**src/rtl/truth_table_probe.sv**
```systemverilog
// truth_table_probe: scans all eight input vectors of a 3-input combinational
// block and records its output as an 8-bit truth-table code. Bit i of the code
// holds the output for vector i = {in1,in2,in3}.
//
// Ports:
//   clk, rst          clock, synchronous active-high reset
//   start             scan request, honoured only while idle
//   expected[7:0]     reference code, latched when a scan is accepted
//   probe_out         output of the block under characterization
//   probe_in1/2/3     vector driven into the block (in1 = MSB of index)
//   busy              scan in progress, including the completion cycle
//   done              one-cycle completion pulse
//   table_code[7:0]   last completed truth-table code (`table` is a reserved word)
//   table_valid       table_code holds a complete scan
//   match             table_code equals the latched reference code
module truth_table_probe #(
  parameter int unsigned SETTLE_CYCLES = 4,
  parameter int unsigned CNT_W         = 8
) (
  input  logic       clk,
  input  logic       rst,
  input  logic       start,
  input  logic [7:0] expected,
  input  logic       probe_out,
  output logic       probe_in1,
  output logic       probe_in2,
  output logic       probe_in3,
  output logic       busy,
  output logic       done,
  output logic [7:0] table_code,
  output logic       table_valid,
  output logic       match
);

  localparam int unsigned IDX_W = 3;
  localparam logic [CNT_W-1:0] RELOAD = CNT_W'(SETTLE_CYCLES - 1);
  localparam logic [IDX_W-1:0] LAST_IDX = IDX_W'(7);

  // Reject parameter sets that cannot produce a well-formed scan.
  if (SETTLE_CYCLES == 0 || SETTLE_CYCLES > 255) begin : g_bad_settle
    $error("truth_table_probe: SETTLE_CYCLES must be in 1..255");
  end
  if ((64'(1) << CNT_W) <= 64'(SETTLE_CYCLES)) begin : g_bad_cnt_w
    $error("truth_table_probe: CNT_W too narrow for SETTLE_CYCLES");
  end

  typedef enum logic [1:0] {
    S_IDLE   = 2'd0,
    S_SETTLE = 2'd1,
    S_DONE   = 2'd2
  } state_e;

  state_e           state_q, state_d;
  logic [IDX_W-1:0] idx_q, idx_d;
  logic [CNT_W-1:0] cnt_q, cnt_d;
  logic [6:0]       shadow_q, shadow_d;   // bit 7 is taken straight from probe_out
  logic [7:0]       exp_q, exp_d;
  logic [7:0]       table_q, table_d;
  logic             valid_q, valid_d;
  logic             match_q, match_d;
  logic             busy_q, busy_d;
  logic             done_q, done_d;
  logic [7:0]       final_code;

  assign final_code = {probe_out, shadow_q};

  // Next-state and next-output logic.
  always_comb begin
    state_d  = state_q;
    idx_d    = idx_q;
    cnt_d    = cnt_q;
    shadow_d = shadow_q;
    exp_d    = exp_q;
    table_d  = table_q;
    valid_d  = valid_q;
    match_d  = match_q;

    case (state_q)
      S_IDLE: begin
        if (start) begin
          state_d  = S_SETTLE;
          idx_d    = '0;
          cnt_d    = RELOAD;
          shadow_d = '0;
          exp_d    = expected;
          valid_d  = 1'b0;
          match_d  = 1'b0;
        end
      end
      S_SETTLE: begin
        if (cnt_q != '0) begin
          cnt_d = cnt_q - CNT_W'(1);
        end else if (idx_q != LAST_IDX) begin
          shadow_d[idx_q] = probe_out;
          idx_d           = idx_q + IDX_W'(1);
          cnt_d           = RELOAD;
        end else begin
          // Last vector: its sample goes straight into the published code.
          state_d = S_DONE;
          table_d = final_code;
          match_d = (final_code == exp_q);
          valid_d = 1'b1;
        end
      end
      S_DONE: begin
        state_d = S_IDLE;
      end
      default: begin
        state_d = S_IDLE;
      end
    endcase

    busy_d = (state_d != S_IDLE);
    done_d = (state_d == S_DONE);
  end

  // State and output registers.
  always_ff @(posedge clk) begin
    if (rst) begin
      state_q  <= S_IDLE;
      idx_q    <= '0;
      cnt_q    <= '0;
      shadow_q <= '0;
      exp_q    <= '0;
      table_q  <= '0;
      valid_q  <= 1'b0;
      match_q  <= 1'b0;
      busy_q   <= 1'b0;
      done_q   <= 1'b0;
    end else begin
      state_q  <= state_d;
      idx_q    <= idx_d;
      cnt_q    <= cnt_d;
      shadow_q <= shadow_d;
      exp_q    <= exp_d;
      table_q  <= table_d;
      valid_q  <= valid_d;
      match_q  <= match_d;
      busy_q   <= busy_d;
      done_q   <= done_d;
    end
  end

  // The index register itself drives the probe vector.
  assign probe_in1   = idx_q[2];
  assign probe_in2   = idx_q[1];
  assign probe_in3   = idx_q[0];
  assign busy        = busy_q;
  assign done        = done_q;
  assign table_code  = table_q;
  assign table_valid = valid_q;
  assign match       = match_q;

endmodule

```
**config.mk**
```make
export PLATFORM = sky130hd
export DESIGN_NAME = truth_table_probe
export DESIGN_NICKNAME = d
export VERILOG_FILES = /design/src/rtl/truth_table_probe.sv
export SDC_FILE = /design/constraint.sdc
export NUM_CORES = 1
export LEC_CHECK = 0
export CAP_MARGIN = 20
export CORE_ASPECT_RATIO = 2
export CORE_UTILIZATION = 30
export DETAILED_ROUTE_END_ITERATION = 6
export SYNTH_ARGS = -nofsm -noshare
export SYNTH_HDL_FRONTEND = slang
export SYNTH_SLANG_ARGS = --single-unit
```
**constraint.sdc**
```tcl
create_clock -name clk -period 2.8 [get_ports clk]
set_clock_uncertainty 0.15 [all_clocks]
set_input_delay 0.56 -clock clk [delete_from_list [all_inputs] [get_ports clk]]
set_output_delay 0.56 -clock clk [all_outputs]
set_load 0.005 [all_outputs]
```
==> impl_metrics.py, run 1 <==
metrics = {
    "run_status": {
        "status": "complete, but fails checks",
        "violations": "design-rule violations",
    },
    "floorplanning": {
        "die_w_um": 57.84,
        "die_h_um": 113.7,
        "boundaryPins": 27,
        "fp.coreArea_mm2": 0.006006,
        "die_area_mm2": 0.006574,
        "rows": 40,
        "initial_core_util_pct": 31.15,
    },
    "setup_path": {
        "cp.required_ps": 2780,
        "path_cells": "inv_1 -> ha_1 -> nor3b_1 -> a41oi_1 -> o21ai_1 -> o21bai_1",
        "path_class": "reg2reg",
        "crit_slowest_cell": "o21ai_1",
        "path_max_fanout": 7,
        "critPathLaunchType": "register",
        "critPathTopFamily": "compound AO/OA/AOI/OAI gates",
        "crit_arrival_ps": 2280,
        "cp-end-kind": "register",
        "slowest_delay_ps": 530,
        "path_buf_inv": 1,
    },
    "yosys": {
        "synth.ff_latch_count": 40,
        "avgSynthCellArea_um2": 8.993,
        "synth_edf_count": 0,
        "yosys_warnings": 0,
        "yosys_most_used_dff": "dfxtp_1",
        "postSynthCellCount": 208,
        "yosysSeqAreaShare_pct": 42.81,
        "synth_cell_types": 41,
        "synth_area_leader_cell": "dfxtp_1",
        "syn_area_mm2": 0.001871,
        "yosys.area.top_type_share_pct": 42.81,
        "synthArstFlopShare_pct": 0,
        "synth_top_cells_by_area": "dfxtp_1 (43%), mux2i_1 (9.6%), nor2_1 (6.0%), xnor2_1 (3.7%), o311ai_0 (2.8%)",
        "syn_nets": 223,
    },
    "finish": {
        "drive_gt1_share_pct": 8.511,
        "area_growth_pct": 25.89,
        "nNetsFinal": 250,
        "diodes": 0,
    },
    "clocking": {
        "clockRootBuffer": "clkbuf_16",
        "numClockSinks": 40,
        "numCtsBuffers": 5,
        "ctsLongestPathBuffers": 2,
        "post_cts_buffers": 0,
        "path_clk_slew_ps": 60,
        "clock_latency_ps": 280,
        "cts_max_level": 2,
        "cts_hold_buf": 0,
        "ctsResizeCount": 0,
        "cts_tree": "done",
    },
    "drt": {
        "wl_per_cell_um": 14.36,
        "vias": 1560,
        "drt_iter0_drc": 49,
        "final_antenna_net_count": 0,
        "via_per_inst": 5.235,
        "wl_um": 4278,
        "dr.pass1.iters": 6,
        "route.detailed.drc": 3,
    },
    "timing": {
        "hold_viol_final": 0,
        "worst_slack_ps": 499.3,
        "max_freq_mhz": 434.6,
        "tightestPinTransition_ps": 636.7,
        "setup_tns_ps": 0,
        "relSlewSlack_pct": 57.50,
        "rsz0062_at_grt": "no",
        "setup_viol": 0,
        "period_share_pct": 82.17,
        "drv_slew": 0,
        "period_minus_slack_ps": 2301,
    },
    "global_route": {
        "overflow": 0,
        "grt_pass1_wl_um": 7293,
        "use_met1_pct": 14.73,
        "met3_usage_pct": 2.834,
        "grt.total_usage_pct": 14.26,
        "top_usage_layer": "met2",
        "grtUsageMet2_pct": 26.74,
        "grt_pass1_vias": 1536,
        "grt_max_degree": 29,
        "grt_antenna_before_repair": 0,
    },
    "placed_design": {
        "gp_congestion": 0.8122,
        "io_buffers": 26,
        "dp_hpwl_um": 3178,
        "pre_cts_slack_ps": 289.6,
    },
    "min_path": {
        "min_path_type": "reg2reg",
    },
    "power_and_ir_drop": {
        "peakVddDrop_uv": 304.4,
        "p_per_area_mw_per_mm2": 580.0,
        "leakage_nw": 0.9139,
    },
    "job": {
        "cap_violations": 0,
    },
}
==> where the power goes <==
group / total [W] / internal, W / leakage [nW] / switching [W]
sequential: 0.000612 / 0.000590 / 0.325 / 0.0000223
clock: 0.000579 / 0.000373 / 0.0760 / 0.000206
combinational: 0.000175 / 0.0000825 / 0.512 / 0.0000921
==> logic make-up (layout without fill, tap and decap cells) <==
logic type / after synthesis / count (layout) / synth area share, %
xor+xnor: 8 / 8 / 3.746
compound gates: 43 / 43 / 15.45
fa+ha+maj: 3 / 3 / 2.007
flops: 40 / 40 / 42.81
mux: 18 / 18 / 9.632
simple gates: 76 / 76 / 21.94
buf+inv: 20 / 47 / 4.415
==> metal layers <==
| layer | vias to the layer above | share of wire (%) |
|---|---|---|
| li1 | 794 | - |
| met1 | 736 | 38 |
| met2 | 23 | 57 |
| met3 | 7 | 2.6 |
| met4 | 0 | 2.0 |
| met5 | - | 0 |
==> metrics by stage <==
step                      std cells  utilization [%]  total power [W]  hold WS, ps  instance area [µm²]
after floorplan                 208                -        0.0007392        301.1                 1871
after global placement          291            36.67        0.0007970        294.8                 2202
after detailed placement        291            36.67        0.0007992        302.8                 2202
after CTS                       298            39.21         0.001380        315.8                 2355
after global routing            298            39.21         0.001428        345.0                 2355
final                           298            39.21         0.001366        307.2                 2355
==> cells in the mapped netlist (all sizes together) (2+ instances only) <==
cell,number
a211oi,2
a21oi,9
a31oi,3
a41oi,2
buf,3
clkbuf,9
dfxtp,40
ha,3
inv,8
mux2i,18
nand2,10
nand2b,5
nand3,2
nand4,3
nor2,30
nor2b,3
nor3,2
nor4,5
o211ai,2
o21a,2
o21ai,9
o21bai,2
o311ai,6
o31ai,2
or3,7
or3b,2
or4,2
xnor2,8
==> layout make-up <==
class,count,area [µm²]
sequential,40,800.8
multi-input combinational,148,987.2
tap,63,78.83
timing repair buffer,32,305.3
inverter,8,30.03
fill,622,3651
clock buffer,7,152.6
==> placed cells by master, fill, tap and decap left out, types with 7 or more instances in the layout <==
cell type         n
dfxtp_1          40
mux2i_1          18
nand2_1          10
nor2_1           30
clkdlybuf4s50_1  26
xnor2_1           8
a21oi_1           9
inv_1             8
or3_1             7
==> worst register-to-register path, delay by kind of cell, from the launching register on <==
family / cells / cell delay (ps)
AND/OR/NAND/NOR: 1 / 430
adder cells (fa/ha/maj): 1 / 210
flip-flops: 1 / 330
buffers and inverters: 1 / 100
AO/OA/AOI/OAI: 3 / 930
==> path summary, 6_finish.rpt <==
check	startpoint	endpoint	slack, ps	depth (start not counted)
setup / recovery	cnt_q[0]	idx_q[0]	500	6
hold / removal	table_valid	table_valid	310	1
setup reg to reg	cnt_q[0]	idx_q[0]	500	6
hold reg to reg	table_valid	table_valid	310	1
==> registers in the layout, summed over array words and instances (netlist names) <==
register     cells
cnt_q            8
exp_q            8
table_code       8
shadow_q         7
idx_q            3
state_q          2
busy             1
done             1
match            1
table_valid      1
Note: power is estimated with default switching activity, not from simulation.
==> run 2, diff against run 1 <==
==> constraint.sdc (replaced) <==
create_clock -name clk -period 1.9 [get_ports clk]
set_clock_uncertainty 0.15 [all_clocks]
set_input_delay 0.38 -clock clk [delete_from_list [all_inputs] [get_ports clk]]
set_output_delay 0.38 -clock clk [all_outputs]
set_load 0.005 [all_outputs]
==> run 2 against run 1 <==
Effect of this change: the run ends with negative setup slack left; cell count increased by 12%; via count increased by 11%; first-iteration DRC count decreased by 4.1%; register-to-register slack got worse by 640 ps; critical path depth increased by 1; largest cell class unchanged; largest power group unchanged; highest routed layer unchanged.
==> impl_metrics.py, run 2 (synthesized netlist as in run 1, its figures left out) <==
metrics = {
    "setup_path": {
        "path_class": "reg2reg",
        "cp-end-kind": "register",
        "path_max_fanout": 8,
        "critPathLaunchType": "register",
        "crit_arrival_ps": 2060,
        "rr_startpoint": "idx_q[0]",
        "cp.required_ps": 1920,
        "setup.worst_path.start": "idx_q[0]",
    },
    "drt": {
        "wl_um": 4864,
        "final_antenna_net_count": 0,
        "via_per_inst": 5.191,
        "vias": 1739,
        "drt_iter0_drc": 47,
        "wl_per_cell_um": 14.52,
        "dr.pass1.iters": 4,
        "route.detailed.drc": 0,
    },
    "power_and_ir_drop": {
        "combinationalPowerShare_pct": 19.1,
        "p_per_area_mw_per_mm2": 767.1,
        "seq_power_share_pct": 41.8,
        "leakage_nw": 1.120,
        "p_int_w": 0.001609,
        "power_w": 0.002144,
        "switchingPower_w": 0.0005351,
        "swShare_pct": 24.96,
        "pwr-share-clk_pct": 39.1,
        "peakVddDrop_uv": 459.4,
    },
    "run_status": {
        "status": "complete, but fails checks",
        "violations": "negative setup slack",
    },
    "finish": {
        "nNetsFinal": 286,
        "drive_gt1_share_pct": 29.04,
        "layout_common_cells": "buf_4 (37), dfxtp_1 (34), nor2_1 (30)",
        "fin_area_mm2": 0.002795,
        "diodes": 0,
        "area_growth_pct": 49.43,
        "layout_commonest_cell": "buf_4",
    },
    "global_route": {
        "grt.total_usage_pct": 15.85,
        "overflow": 0,
        "grt_antenna_before_repair": 0,
        "grt_max_degree": 18,
        "grt_pass1_vias": 1694,
        "grt_pass1_wl_um": 7859,
    },
    "min_path": {
        "hp-start": "table_valid",
        "min_path_type": "reg2reg",
    },
    "placed_design": {
        "pre_cts_slack_ps": -462.4,
        "gp_congestion": 0.8323,
        "io_buffers": 26,
        "dp_hpwl_um": 3721,
        "place_area_mm2": 0.002515,
    },
    "timing": {
        "period_share_pct": 107.2,
        "setup_viol": 13,
        "max_freq_mhz": 491.1,
        "drv_slew": 0,
        "tightestPinTransition_ps": 465.9,
        "setup_tns_ps": -1274,
        "rsz0062_at_grt": "yes",
        "worst_slack_ps": -136.4,
        "period_minus_slack_ps": 2036,
        "hold_viol_final": 0,
        "relSlewSlack_pct": 68.84,
    },
    "clocking": {
        "clockRootBuffer": "clkbuf_16",
        "numCtsBuffers": 5,
        "numClockSinks": 40,
        "clock_latency_ps": 280,
        "cts_hold_buf": 0,
        "cts_max_level": 2,
        "ctsLongestPathBuffers": 2,
        "path_clk_slew_ps": 60,
        "cts_tree": "done",
    },
    "job": {
        "cap_violations": 0,
    },
    "floorplanning": {
        "boundaryPins": 27,
        "fp.coreArea_mm2": 0.006006,
        "die_h_um": 113.7,
        "die_area_mm2": 0.006574,
        "initial_core_util_pct": 31.15,
        "rows": 40,
        "die_w_um": 57.84,
    },
}
run 2: cell count changes in the layout (fill, tap and decap cells not counted), moves of 3 or more:
cell and change:
buf_6 +5, ha_4 +3, dfxtp_1 -6, o311ai_1 +5, o311ai_0 -6, ha_1 -3
buf_4 +31, dfxtp_2 +6
run 2: area by class of cell:
type / instances / area (µm²)
clock buffers: 6 / 138.9
well taps: 63 / 78.83
flip-flops and latches: 40 / 808.3
multi-input cells: 148 / 1135
clock inverters: 2 / 10.01
repair buffers: 68 / 594.3
inverters: 8 / 30.03
fillers: 588 / 3211
run 2: worst paths after layout:
kind | end | slack, ps | cells after the start
setup / recovery | table_code[6] | -140 | 7
hold / removal | table_valid | 310 | 1
setup reg to reg | table_code[6] | -140 | 7
hold reg to reg | table_valid | 310 | 1
run 2: per-stage QoR:
stage	hold slack, ps	std cells	utilization, %
global placement	290.6	324	41.88
global route	322.9	335	46.54
floorplan	301.1	208	-
CTS	313.6	335	45.75
detailed placement	300.1	324	41.88
finish	309.1	335	46.54
run 2: power groups by stage:
stage / Clock, W / Sequential (W) / Combinational [W]
floorplan: 0 / 0.000913 / 0.000193
global placement: 0 / 0.000911 / 0.000362
detailed placement: 0 / 0.000912 / 0.000366
CTS: 0.000850 / 0.000896 / 0.000401
global route: 0.000887 / 0.000899 / 0.000451
finish: 0.000838 / 0.000896 / 0.000410
run 2: worst max-delay path, cell delays in order, from the launching register on:
cell and delay (ps):
dfxtp_2 370, ha_4 150, ha_4 150, inv_1 80
buf_4 150, or4_4 640, mux2i_1 190, nor2_1 60
run 2: timing repair:
item,CTS,global route
pin swaps,3,4
endpoints found under the setup margin,26,27
gates resized for setup,13,15
buffers inserted,3,0
run 2: layer usage:
metal / share of wire [%] / track usage [%]
met1: 36 / 15.10
met3: 2.5 / 3.288
met2: 58 / 30.34
met5: 0 / 0
met4: 3.2 / 8.095
==> run 3, diff against run 2 <==
--- a/config.mk
+++ b/config.mk
@@ -9,6 +9,7 @@
 export CORE_ASPECT_RATIO = 2
 export CORE_UTILIZATION = 30
 export DETAILED_ROUTE_END_ITERATION = 6
+export REMOVE_ABC_BUFFERS = 1
 export SYNTH_ARGS = -nofsm -noshare
 export SYNTH_HDL_FRONTEND = slang
 export SYNTH_SLANG_ARGS = --single-unit
==> run 3 against run 2 <==
Effect of this change: the flow finishes with violations (design-rule violations, negative setup slack); sequential share of layout area up 0.72 points; die area unchanged; maximum frequency down 0.77%; wire length up 2.1%; combinational power down 4.9%; critical path depth down 1; via count down 0.58%; flip-flop and latch count unchanged.
==> impl_metrics.py, run 3 (synthesized netlist as in run 1, its figures left out) <==
metrics = {
    "drt": {
        "wl_um": 4966,
        "wl_per_cell_um": 14.96,
        "drt_iter0_drc": 80,
        "route.detailed.drc": 3,
        "wl_met3_um": 122,
        "dr_wl_met2_um": 2833,
        "final_antenna_net_count": 0,
        "dr.max_layer_used": "met4",
        "via_per_inst": 5.208,
        "dr.pass1.iters": 6,
        "vias": 1729,
        "wl_met1_um": 1757,
    },
    "setup_path": {
        "crit_arrival_ps": 2080,
        "worst-r2r-cell-count": 6,
        "critPathLaunchType": "register",
        "rr_startpoint": "cnt_q[1]",
        "r2r-end": "table_code[3]",
        "ff2ff_setup_slack_ps": -150,
        "cp-end-kind": "register",
        "path_max_fanout": 8,
        "cp.required_ps": 1920,
        "path_class": "reg2reg",
    },
    "min_path": {
        "min_to": "table_valid",
        "min_path_type": "reg2reg",
        "hold_path_depth": 1,
        "hp-start": "table_valid",
    },
    "finish": {
        "layoutNonFillerInstCount": 332,
        "drive_gt1_share_pct": 25.28,
        "layout_common_cells": "dfxtp_1 (38), buf_4 (37), nor2_1 (30)",
        "area_growth_pct": 44.88,
        "regArea_um2": 803.3,
        "nNetsFinal": 283,
        "multi_input_area_mm2": 0.001071,
        "diodes": 0,
        "layout_commonest_cell": "dfxtp_1",
        "fillers": 571,
    },
    "power_and_ir_drop": {
        "p_per_area_mw_per_mm2": 820.2,
        "switchingPower_w": 0.0005294,
        "pwr-share-clk_pct": 42.4,
        "leakage_nw": 1.114,
        "seq_power_share_pct": 40.1,
        "power_w": 0.002223,
        "peakVddDrop_uv": 388.7,
        "combinationalPowerShare_pct": 17.5,
        "p_int_w": 0.001693,
        "swShare_pct": 23.82,
    },
    "clocking": {
        "ctsLongestPathBuffers": 2,
        "clock_latency_ps": 290,
        "cts_tree": "done",
        "numClockSinks": 40,
        "clockRootBuffer": "clkbuf_16",
        "path_clk_slew_ps": 60,
        "cts_hold_buf": 0,
        "numCtsBuffers": 5,
        "cts_max_level": 2,
    },
    "placed_design": {
        "dp.cells": 322,
        "io_buffers": 26,
        "gp_congestion": 0.7784,
        "dp_hpwl_um": 3652,
    },
    "floorplanning": {
        "die_area_mm2": 0.006574,
        "initial_core_util_pct": 31.15,
        "rows": 40,
        "fp.coreArea_mm2": 0.006006,
        "boundaryPins": 27,
        "die_w_um": 57.84,
        "die_h_um": 113.7,
    },
    "timing": {
        "worst_slack_ps": -152.3,
        "relSlewSlack_pct": 73.95,
        "tightestPinTransition_ps": 385.9,
        "max_freq_mhz": 487.3,
        "setup_tns_ps": -1394,
        "drv_slew": 0,
        "holdWs_ps": 300.5,
        "rsz0062_at_grt": "yes",
        "period_minus_slack_ps": 2052,
        "setup_viol": 11,
        "hold_viol_final": 0,
        "period_share_pct": 108.0,
    },
    "global_route": {
        "grt.total_usage_pct": 16.19,
        "grt_pass1_vias": 1695,
        "grt_pass1_wl_um": 7941,
        "grt_antenna_before_repair": 0,
        "grt_max_degree": 29,
        "overflow": 0,
    },
    "run_status": {
        "status": "complete, but fails checks",
        "violations": "design-rule violations, negative setup slack",
    },
    "job": {
        "cap_violations": 0,
    },
}
[run 3: metal layers]
metal,vias up,global-route usage (%)
met5,-,0
met4,0,11.90
met3,12,3.061
met2,30,30.50
met1,822,14.45
li1,865,-
[run 3: worst max path at each step]
stage          cells after the start             to      start  slack, ps
6_report                           6  table_code[3]   cnt_q[1]       -150
5_1_grt                            6  table_code[6]   cnt_q[1]       -230
4_1_cts                            7    shadow_q[3]   cnt_q[1]       -130
3_5_place_dp                       5    shadow_q[3]  probe_out       -350
3_3_place_gp                       5    shadow_q[3]        rst       -310
2_1_floorplan                      6    shadow_q[3]   idx_q[1]       -270
[run 3: what timing repair did]
item / CTS / global route
endpoints found under the setup margin: 20 / 26
endpoints found under the hold margin: 0 / 0
setup buffers: 1 / 1
gates resized for setup: 8 / 19
pin swaps: 2 / 6
[run 3: layout make-up]
cell class	count	share of cell area [%]
multi-input combinational	148	39.52
tap	63	2.909
clock inverter	2	1.293
inverter	8	1.108
sequential	40	29.64
clock buffer	6	4.755
timing repair buffer	65	20.78
[run 3: critical path, stage by stage, from the launching register on]
cell and delay (ps):
dfxtp_2 320, inv_2 70, ha_4 150, or4bb_4 460, or4_4 540, mux2i_1 190
nor2_1 50
[run 3: power groups by stage]
| stage | Clock [W] | Combinational [W] | Sequential, W |
|---|---|---|---|
| floorplan | 0 | 0.000164 | 0.000915 |
| global placement | 0 | 0.000354 | 0.000906 |
| detailed placement | 0 | 0.000355 | 0.000907 |
| CTS | 0.000970 | 0.000371 | 0.000890 |
| global route | 0.00100 | 0.000427 | 0.000893 |
| finish | 0.000942 | 0.000390 | 0.000891 |
[run 3: metrics by stage]
step | area, µm² | util (%) | setup WS, ps
floorplan | 1818 | - | -268.9
global placement | 2435 | 40.54 | -308.8
detailed placement | 2435 | 40.54 | -350.7
CTS | 2634 | 43.85 | -132.8
global route | 2710 | 45.13 | -225.4
finish | 2710 | 45.13 | -152.3
